File: src/rtl/addr_multiply_if.sv
// Operand/result bundle for the address-unit multiplier.
// The o_ovf signal exists only when ADDR_MUL_OVF_EN is defined.
interface addr_multiply_if #(
    parameter int WIDTH = 32
);
    logic [WIDTH-1:0] i_Aj;
    logic [WIDTH-1:0] i_Ak;
    logic [WIDTH-1:0] o_Ai;
`ifdef ADDR_MUL_OVF_EN
    logic             o_ovf;

    modport master (output i_Aj, output i_Ak, input  o_Ai, input  o_ovf);
    modport slave  (input  i_Aj, input  i_Ak, output o_Ai, output o_ovf);
`else
    modport master (output i_Aj, output i_Ak, input  o_Ai);
    modport slave  (input  i_Aj, input  i_Ak, output o_Ai);
`endif
endinterface

File: src/rtl/addr_multiply.sv
// Pipelined address multiplier: Ai = (Aj * Ak) mod 2^WIDTH, fixed LEVEL-clock latency, one pair per clock.
// Optional ADDR_MUL_OVF_EN carries the high product word and adds a pipeline-aligned o_ovf flag.
module addr_multiply #(
    parameter int WIDTH = 32,
    parameter int LEVEL = 6
) (
    input  logic          clk,
    input  logic          rst_n,
    addr_multiply_if.slave bus
);
    localparam int MID = LEVEL - 2;
    localparam int NSL = (MID == 0) ? 1 : MID;
    localparam int SL  = (WIDTH + NSL - 1) / NSL;
`ifdef ADDR_MUL_OVF_EN
    localparam int ACC_W = 2 * WIDTH;
`else
    localparam int ACC_W = WIDTH;
`endif

    typedef logic [ACC_W-1:0] acc_t;

    // Sum of (Aj << (lo+b)) for each set bit b of the low SL bits of ak.
    function automatic acc_t slice_pp(input logic [WIDTH-1:0] aj,
                                      input logic [WIDTH-1:0] ak,
                                      input int               lo);
        acc_t acc;
        acc_t ajx;
        acc = '0;
        ajx = acc_t'(aj);
        for (int b = 0; b < SL; b++) begin
            if (ak[b]) acc = acc + (ajx << (lo + b));
        end
        return acc;
    endfunction

    logic [WIDTH-1:0] aj_q  [0:NSL-1];
    logic [WIDTH-1:0] ak_q  [0:NSL-1];
    acc_t             sum_q [0:MID];
    acc_t             res_next;
    logic [WIDTH-1:0] ai_q;

    generate
        if (MID == 0) begin : g_direct
            assign res_next = slice_pp(aj_q[0], ak_q[0], 0);
        end else begin : g_staged
            assign res_next = sum_q[MID];
        end
    endgenerate

    // ak is shifted down each stage so every middle stage consumes its own low SL bits.
    always_ff @(posedge clk or negedge rst_n) begin
        if (!rst_n) begin
            for (int s = 0; s < NSL; s++) begin
                aj_q[s] <= '0;
                ak_q[s] <= '0;
            end
            for (int s = 0; s <= MID; s++) begin
                sum_q[s] <= '0;
            end
            ai_q <= '0;
        end else begin
            aj_q[0]  <= bus.i_Aj;
            ak_q[0]  <= bus.i_Ak;
            sum_q[0] <= '0;
            for (int s = 1; s < NSL; s++) begin
                aj_q[s] <= aj_q[s-1];
                ak_q[s] <= ak_q[s-1] >> SL;
            end
            for (int s = 1; s <= MID; s++) begin
                sum_q[s] <= sum_q[s-1] + slice_pp(aj_q[s-1], ak_q[s-1], (s - 1) * SL);
            end
            ai_q <= res_next[WIDTH-1:0];
        end
    end

    assign bus.o_Ai = ai_q;

`ifdef ADDR_MUL_OVF_EN
    logic ovf_q;

    always_ff @(posedge clk or negedge rst_n) begin
        if (!rst_n) ovf_q <= 1'b0;
        else        ovf_q <= |res_next[ACC_W-1:WIDTH];
    end

    assign bus.o_ovf = ovf_q;
`endif
endmodule

File: src/flat_wrapper.sv
// flat-port wrapper written by rule: the top's interface ports become plain ports
module addr_multiply_flat 
#(
    parameter int WIDTH = 32,
    parameter int LEVEL = 6
)
  (clk, rst_n, bus_i_Aj, bus_i_Ak, bus_o_Ai);
  addr_multiply_if #(.WIDTH(WIDTH)) bus_i ();
  input  logic clk;
  input  logic rst_n;
  input wire logic [$bits(bus_i.i_Aj)-1:0] bus_i_Aj;
  input wire logic [$bits(bus_i.i_Ak)-1:0] bus_i_Ak;
  output wire logic [$bits(bus_i.o_Ai)-1:0] bus_o_Ai;
  assign bus_i.i_Aj = bus_i_Aj;
  assign bus_i.i_Ak = bus_i_Ak;
  assign bus_o_Ai = bus_i.o_Ai;
  addr_multiply #(.WIDTH(WIDTH), .LEVEL(LEVEL)) u_core (.clk(clk), .rst_n(rst_n), .bus(bus_i));
endmodule
File: config.mk
export PLATFORM = sky130hd
export DESIGN_NAME = addr_multiply_flat
export DESIGN_NICKNAME = d
export VERILOG_FILES = /design/src/rtl/addr_multiply_if.sv /design/src/rtl/addr_multiply.sv /design/src/flat_wrapper.sv
export SDC_FILE = /design/constraint.sdc
export NUM_CORES = 1
export LEC_CHECK = 0
export CAP_MARGIN = 20
export CORE_MARGIN = 2
export CORE_UTILIZATION = 56
export DETAILED_ROUTE_END_ITERATION = 10
export GPL_ROUTABILITY_DRIVEN = 0
export PLACE_DENSITY_LB_ADDON = 0.05
export REMOVE_ABC_BUFFERS = 1
export SLEW_MARGIN = 15
export SYNTH_ARGS = -nofsm -noshare
export SYNTH_HDL_FRONTEND = slang
export SYNTH_SLANG_ARGS = --single-unit
File: constraint.sdc
create_clock -name clk -period 14.7 [get_ports clk]
set_input_delay 2.94 -clock clk [delete_from_list [all_inputs] [get_ports clk]]
set_output_delay 2.94 -clock clk [all_outputs]
set_load 0.005 [all_outputs]
==> results of run 1 <==
[worst paths after layout]
| check | slack (ns) | startpoint | depth (start not counted) | end |
|---|---|---|---|---|
| setup / recovery | 1.12 | u_core.aj_q[97] | 60 | u_core.sum_q[127] |
| hold / removal | 0.34 | u_core.sum_q[74] | 0 | u_core.sum_q[42] |
| setup reg to reg | 1.12 | u_core.aj_q[97] | 60 | u_core.sum_q[127] |
| hold reg to reg | 0.34 | u_core.sum_q[74] | 0 | u_core.sum_q[42] |
| max in group asynchronous | 10.01 | rst_n | 3 | u_core.aj_q[98] |
| min in group asynchronous | 2.43 | rst_n | 1 | u_core.ak_q[34] |
[cell type report]
cell class / instances / area, um^2
Clock inverter: 16 / 191.4
Inverter: 249 / 934.6
Timing Repair Buffer: 133 / 1266
Tap cell: 837 / 1047
Sequential cell: 320 / 8009
Multi-Input combinational cell: 3468 / 25730
Clock buffer: 50 / 1067
Fill cell: 5540 / 23580
[critical path, delay by kind of cell, from the launching register on]
family,cells,cell delay [ns]
buffers and inverters,1,0.09
adder cells (fa/ha/maj),8,2.74
AO/OA/AOI/OAI,24,5.69
flip-flops,1,0.58
AND/OR/NAND/NOR,19,3.15
XOR/XNOR,7,0.84
multiplexers,1,0.35
[through the flow]
stage	setup slack, ns	power (W)
after floorplan	2.525	0.006402
after global placement	0.9370	0.007639
after detailed placement	0.8770	0.007706
after CTS	0.8288	0.008737
after global routing	0.08239	0.009640
final	1.116	0.008738
[cells in the final DEF, fill, tap and decap left out, types with 46 or more instances in the layout]
cell type	instances
sky130_fd_sc_hd__ha_1	489
sky130_fd_sc_hd__nand2_1	374
sky130_fd_sc_hd__a21oi_1	350
sky130_fd_sc_hd__dfrtp_1	319
sky130_fd_sc_hd__xnor2_1	264
sky130_fd_sc_hd__o21ai_0	260
sky130_fd_sc_hd__nor2_1	260
sky130_fd_sc_hd__inv_1	246
sky130_fd_sc_hd__a21o_1	165
sky130_fd_sc_hd__mux2_2	135
sky130_fd_sc_hd__xor2_1	127
sky130_fd_sc_hd__clkdlybuf4s50_1	96
sky130_fd_sc_hd__o21a_1	83
sky130_fd_sc_hd__nand3_1	81
sky130_fd_sc_hd__nor3_1	71
sky130_fd_sc_hd__and2_1	63
sky130_fd_sc_hd__nor2b_1	55
sky130_fd_sc_hd__nand2b_1	53
sky130_fd_sc_hd__a31oi_1	52
sky130_fd_sc_hd__o21bai_1	50
sky130_fd_sc_hd__mux2i_1	46
[power by group through the flow]
stage               clock (W)  sequential [W]  combinational, W
finish               0.000957         0.00128           0.00651
global route          0.00102         0.00130           0.00732
CTS                  0.000990         0.00128           0.00647
detailed placement          0         0.00129           0.00641
global placement            0         0.00129           0.00635
floorplan                   0         0.00126           0.00515
[flip-flops by register name, indices dropped and copies added (netlist names)]
signal	flops
u_core.aj_q	80
u_core.ak_q	80
u_core.bus.o_Ai	32
u_core.res_next	32
u_core.sum_q	96
[kinds of logic (layout without fill, tap and decap cells)]
group                      after synthesis  after routing  share of synthesized area
and+or+nand+nor                       1092           1092                     0.1464
xor gates and xnor gates               394            394                    0.09956
DFF                                    320            320                     0.2283
adders and majority gates              520            520                     0.1916
AOI/OAI and AO/OA                     1278           1278                     0.2377
muxes                                  184            184                    0.05797
buffers and inverters                  356            448                    0.03842
[per-layer routing]
layer / global-route usage / wire (um)
met2: 0.5155 / 45070
met4: 0.09613 / 3156
met5: 0 / 0
met1: 0.3523 / 40150
met3: 0.03266 / 3469
[timing repair]
| action | in CTS | in global routing |
|---|---|---|
| setup endpoints to repair | 0 | 1 |
| gates resized for setup | 0 | 4 |
| endpoints found under the hold margin | 0 | 0 |
| buffers inserted | 0 | 2 |
==> impl_results.md, run 1 <==
- Outcome: completed
- Antenna violations before repair: 0
- Number of global-route vias before repair: 29370
- Endpoint kind of the worst setup timing path: flip-flop
- Total negative slack for setup checks: 0 ns
- Slew of the pin with the lowest slew margin: 0.9804 ns
- Layout overhead on the synthesized area: 9.050%
- Worst hold margin: 0.3427 ns
- # placed instances: 5004
- Seq/Total Area, Yosys: 0.2283
- Class of the tightest hold or removal check: reg -> reg
- Clock network fraction of design power: 0.110
- Number of H-tree levels: 2
- Detail-routed net length per standard cell: approximately 18 um
- Overall routing resource usage: 0.2857
- N_diodes: 0
- Core area: around 0.062 mm^2
- Startpoint kind of the worst setup timing path: flip-flop
- Initial standard-cell utilization of the core: 0.5673
- Number of sinks handled by clock tree synthesis: 320
- Critical path's largest stage delay: ~0.58 ns
- Total gr overflow: 0
- Number of unique standard cell types used by synthesis: 99
- Share of synthesized flip-flops with an asynchronous set or reset: 1.000
- Num ports: between 90 and 100
- Fraction of synthesized cell area taken by the top area cell type: 0.2283
- NetSw: roughly 0.004 W
- Maximum clock insertion buffer count: 3
- Clock tree from TritonCTS: done
- Synth Warn #: 0
- Synthesized area per cell: 8.464 um^2
- Hold Fails Final Rpt: 0
- Power density of the placed cells: between 200 and 250 mW/mm^2
- Routed via count divided by cell count: 5.955
- Cell accounting for the most synthesized area: sky130_fd_sc_hd__dfrtp_1
- Final cell utilization of the core: 0.6187
- Post-cts hold buffer count: 0
- Number of rows in the core area: between 90 and 100
- Buffer cell driving the clock tree root: sky130_fd_sc_hd__clkbuf_16
- Number of cells produced by synthesis: 4144
- Top flip-flop cell by instance count after synthesis: sky130_fd_sc_hd__dfrtp_1
- Setup repair after global routing missed its margin: false
- Normalized max-slew margin: 0.3378
- Share of the clock period used by the worst path after layout: 0.9241
- Most common cell type on the critical path: sky130_fd_sc_hd__ha_1
- Number of remaining DRC errors: 0
- Final Instance Count excl. Fillers: a little over 5000
- Category of the critical setup timing path: reg -> reg
- Internal portion of total power: approximately 0.0047 W
- Number of detailed-route iterations in the first pass: 8
- Final Setup Violations: 0
- TritonCTS Buffers: 39
- Master of the slowest instance on the critical path: sky130_fd_sc_hd__dfrtp_1
- Post-DP HPWL: slightly above 70 mm
- Data required, critical path: approximately 15 ns
- Post-DP Area: 0.03693 mm^2
- Maximum number of pins on one net before global-route repair: ~120
- Leakage power: about 18 nW
- Number of enable-type register cells in the synthesized netlist: 0
- Reg clk slew, reported paths: 0.06 ns
- Number of synthesized register bits: 320
- Maximum capacitance violations: 0
- Final critical-path required period: 13.58 ns
- Post-route cell area: between 0.03 and 0.04 mm^2
- Wire length of the first global-routing pass: about 150 mm
- Critical path fanouts, max: 12
- Aggregate routed wire length: approximately 92 mm
- Routed Antenna Nets: 0
- Number of nets in the layout: 4795
- Combinational share of power: 0.744
- Die ar.: approximately 0.065 mm^2
- Netlist area before placement: 0.03508 mm^2
- Part of the power in registers: 0.146
- Die extent in x: approximately 250 um
- Max Fclk: ~74 MHz
- Most numerous cell in the Yosys netlist: sky130_fd_sc_hd__ha_1
- Number of input and output port buffers inserted: between 90 and 100
- Data arrival time at the worst-slack endpoint: roughly 14 ns
- Die height: ~250 um
- Max rail drop VDD: approximately 0.00013 V
- DRC marker count from the first detailed-route iteration: roughly 1800
- Clock tree skew after final layout: 0.02821 ns
- Vias after detailed routing: about 30000
- Fraction of final layout cells sized beyond drive strength 1: 0.06775
- Worst-skew pair later-pin latency: 0.58 ns
- Fraction of power spent switching nets: 0.4629
- Leading cell types by total area after synthesis: sky130_fd_sc_hd__dfrtp_1 (23%), sky130_fd_sc_hd__ha_1 (17%), sky130_fd_sc_hd__xnor2_1 (6.6%)
- Final max-slew violation count: 0
- Commonest cells in the synthesized netlist: sky130_fd_sc_hd__ha_1 (489), sky130_fd_sc_hd__nand2_1 (374), sky130_fd_sc_hd__a21oi_1 (350)
No activity file was read; power rests on OpenSTA's default activity.
==> inputs of run 2 (changes only) <==
--- a/config.mk
+++ b/config.mk
@@ -10,7 +10,7 @@
 export CORE_UTILIZATION = 56
 export DETAILED_ROUTE_END_ITERATION = 10
 export GPL_ROUTABILITY_DRIVEN = 0
-export PLACE_DENSITY_LB_ADDON = 0.05
+export PLACE_DENSITY = 0.73
 export REMOVE_ABC_BUFFERS = 1
 export SLEW_MARGIN = 15
 export SYNTH_ARGS = -nofsm -noshare
==> constraint.sdc (replaced) <==
create_clock -name clk -period 14.3 [get_ports clk]
set_input_delay 2.86 -clock clk [delete_from_list [all_inputs] [get_ports clk]]
set_output_delay 2.86 -clock clk [all_outputs]
set_load 0.005 [all_outputs]
==> impl_results.md, run 2 (synthesis gave the netlist of run 1 again) <==
- Outcome: completed
- Layout overhead on the synthesized area: 8.982%
- Number of detailed-route iterations in the first pass: 6
- Endpoint kind of the worst setup timing path: flip-flop
- Leakage power: between 15 and 20 nW
- Clock tree from TritonCTS: done
- Post-DP HPWL: between 60 and 70 mm
- Max rail drop VDD: 0.0001598 V
- Die ar.: about 0.065 mm^2
- Most common cell type on the critical path: sky130_fd_sc_hd__ha_1
- Final Setup Violations: 0
- Overall routing resource usage: 0.2666
- Final cell utilization of the core: 0.6183
- Startpoint kind of the worst setup timing path: flip-flop
- DRC marker count from the first detailed-route iteration: about 2000
- Normalized max-slew margin: 0.2754
- Num ports: between 90 and 100
- Data required, critical path: roughly 15 ns
- Number of H-tree levels: 2
- Maximum number of pins on one net before global-route repair: 105
- Maximum capacitance violations: 0
- Worst hold stages: 0
- Largest register by flop count: u_core.sum_q
- Routed via count divided by cell count: 5.909
- Max Fclk: about 74 MHz
- Detail-routed net length per standard cell: about 17 um
- N_diodes: 0
- Wire length of the first global-routing pass: around 140 mm
- Share of the clock period used by the worst path after layout: 0.9445
- Worst-skew pair later-pin latency: between 0.5 and 0.6 ns
- Most frequent cells in the layout: sky130_fd_sc_hd__ha_1 (489), sky130_fd_sc_hd__nand2_1 (374), sky130_fd_sc_hd__a21oi_1 (350)
- Number of global-route vias before repair: between 20000 and 30000
- Master of the slowest instance on the critical path: sky130_fd_sc_hd__dfrtp_1
- Cell depth of the worst flop-to-flop path: 60
- Setup repair after global routing missed its margin: false
- Number of rows in the core area: between 90 and 100
- Fraction of final layout cells sized beyond drive strength 1: 0.06681
- Number of remaining DRC errors: 0
- Number of sinks handled by clock tree synthesis: 320
- Clock tree skew after final layout: between 0.02 and 0.025 ns
- Core area: between 0.06 and 0.07 mm^2
- Die height: approximately 250 um
- # placed instances: 5002
- Total negative slack for setup checks: 0 ns
- Post-cts hold buffer count: 0
- Initial standard-cell utilization of the core: 0.5673
- Final max-slew violation count: 0
- Capture point of the critical path: u_core.sum_q[127]
- Beginning of the worst register-to-register path: u_core.aj_q[97]
- End of the worst register-to-register path: u_core.sum_q[127]
- TritonCTS Buffers: 38
- Critical path fanouts, max: 12
- Vias after detailed routing: 29980
- Final Instance Count excl. Fillers: between 5000 and 6000
- Number of input and output port buffers inserted: 97
- Aggregate routed wire length: between 80 and 90 mm
- Slew of the pin with the lowest slew margin: 1.087 ns
- Max FFs per register: 96
- Startpoint of the worst setup timing path: u_core.aj_q[97]
- Most common library cell in the layout ignoring fill and taps: sky130_fd_sc_hd__ha_1
- Total gr overflow: 0
- Biggest registers after layout: u_core.sum_q (96), u_core.aj_q (80), u_core.ak_q (80)
- Routed Antenna Nets: 0
- Class of the tightest hold or removal check: reg -> reg
- Category of the critical setup timing path: reg -> reg
- Antenna violations before repair: 0
- Buffer cell driving the clock tree root: sky130_fd_sc_hd__clkbuf_16
- Power density of the placed cells: approximately 230 mW/mm^2
- Hold Fails Final Rpt: 0
- Die extent in x: 254.3 um
- Final critical-path required period: roughly 14 ns
- Maximum clock insertion buffer count: 3
- Data arrival time at the worst-slack endpoint: between 10 and 15 ns
- Reg clk slew, reported paths: ~0.060 ns
- Number of nets in the layout: ~4800
- Critical path's largest stage delay: just under 0.6 ns
- Setup slack of the most critical reg-to-reg path: roughly 0.79 ns
## run 2: per-stage QoR
step / total power (W) / area, um^2 / worst slack, ns / hold slack [ns]
2_1_floorplan: 0.006581 / 34660 / 2.125 / 0.3312
3_3_place_gp: 0.007796 / 36920 / 1.082 / 0.3315
3_5_place_dp: 0.007894 / 36920 / 0.8802 / 0.3347
4_1_cts: 0.008932 / 38170 / 0.7829 / 0.3421
5_1_grt: 0.009828 / 38230 / 0.003034 / 0.3492
6_report: 0.008955 / 38230 / 0.7941 / 0.3406
## run 2: how the worst min path moves through the flow
stage | startpoint | to | slack [ns]
finish | u_core.res_next[20] | u_core.bus.o_Ai[20] | 0.34
global route | u_core.sum_q[67] | u_core.sum_q[35] | 0.35
CTS | u_core.res_next[20] | u_core.bus.o_Ai[20] | 0.34
floorplan | u_core.ak_q[40] | u_core.ak_q[0] | 0.33
detailed placement | u_core.ak_q[73] | u_core.ak_q[33] | 0.33
global placement | u_core.sum_q[54] | u_core.res_next[22] | 0.33
## run 2: power by group
group / total [W] / internal [W] / switching [W]
combinational: 0.00668 / 0.00308 / 0.00361
clock: 0.000964 / 0.000566 / 0.000399
sequential: 0.00131 / 0.00118 / 0.000129
total: 0.00896 / 0.00482 / 0.00413
## run 2: per-layer routing
layer	wire, um	GRT usage
met1	38570	0.3396
met2	41930	0.4671
met3	3377	0.02511
met4	3152	0.1005
met5	0	0
## run 2: cell type report
cell class / count / area (um^2)
inverter: 249 / 934.6
timing repair buffer: 131 / 1251
tap: 837 / 1047
multi-input combinational: 3468 / 25740
clock buffer: 52 / 1065
fill: 5422 / 23600
sequential: 320 / 8008
clock inverter: 16 / 185.2
## run 2: worst max-delay path: cells and delay by family, from the launching register on
kind            cells  cell delay [ns]
mux                 1             0.30
fa+ha+maj           8             2.71
compound gates     24             5.60
xor+xnor            7             0.91
flops               1             0.59
simple gates       19             3.13
buf+inv             1             0.08
## run 2: what timing repair did
item / CTS / global route
resized for setup: 0 / 3
buffers inserted: 0 / 2
endpoints found under the hold margin: 0 / 0
setup endpoints to repair: 0 / 4
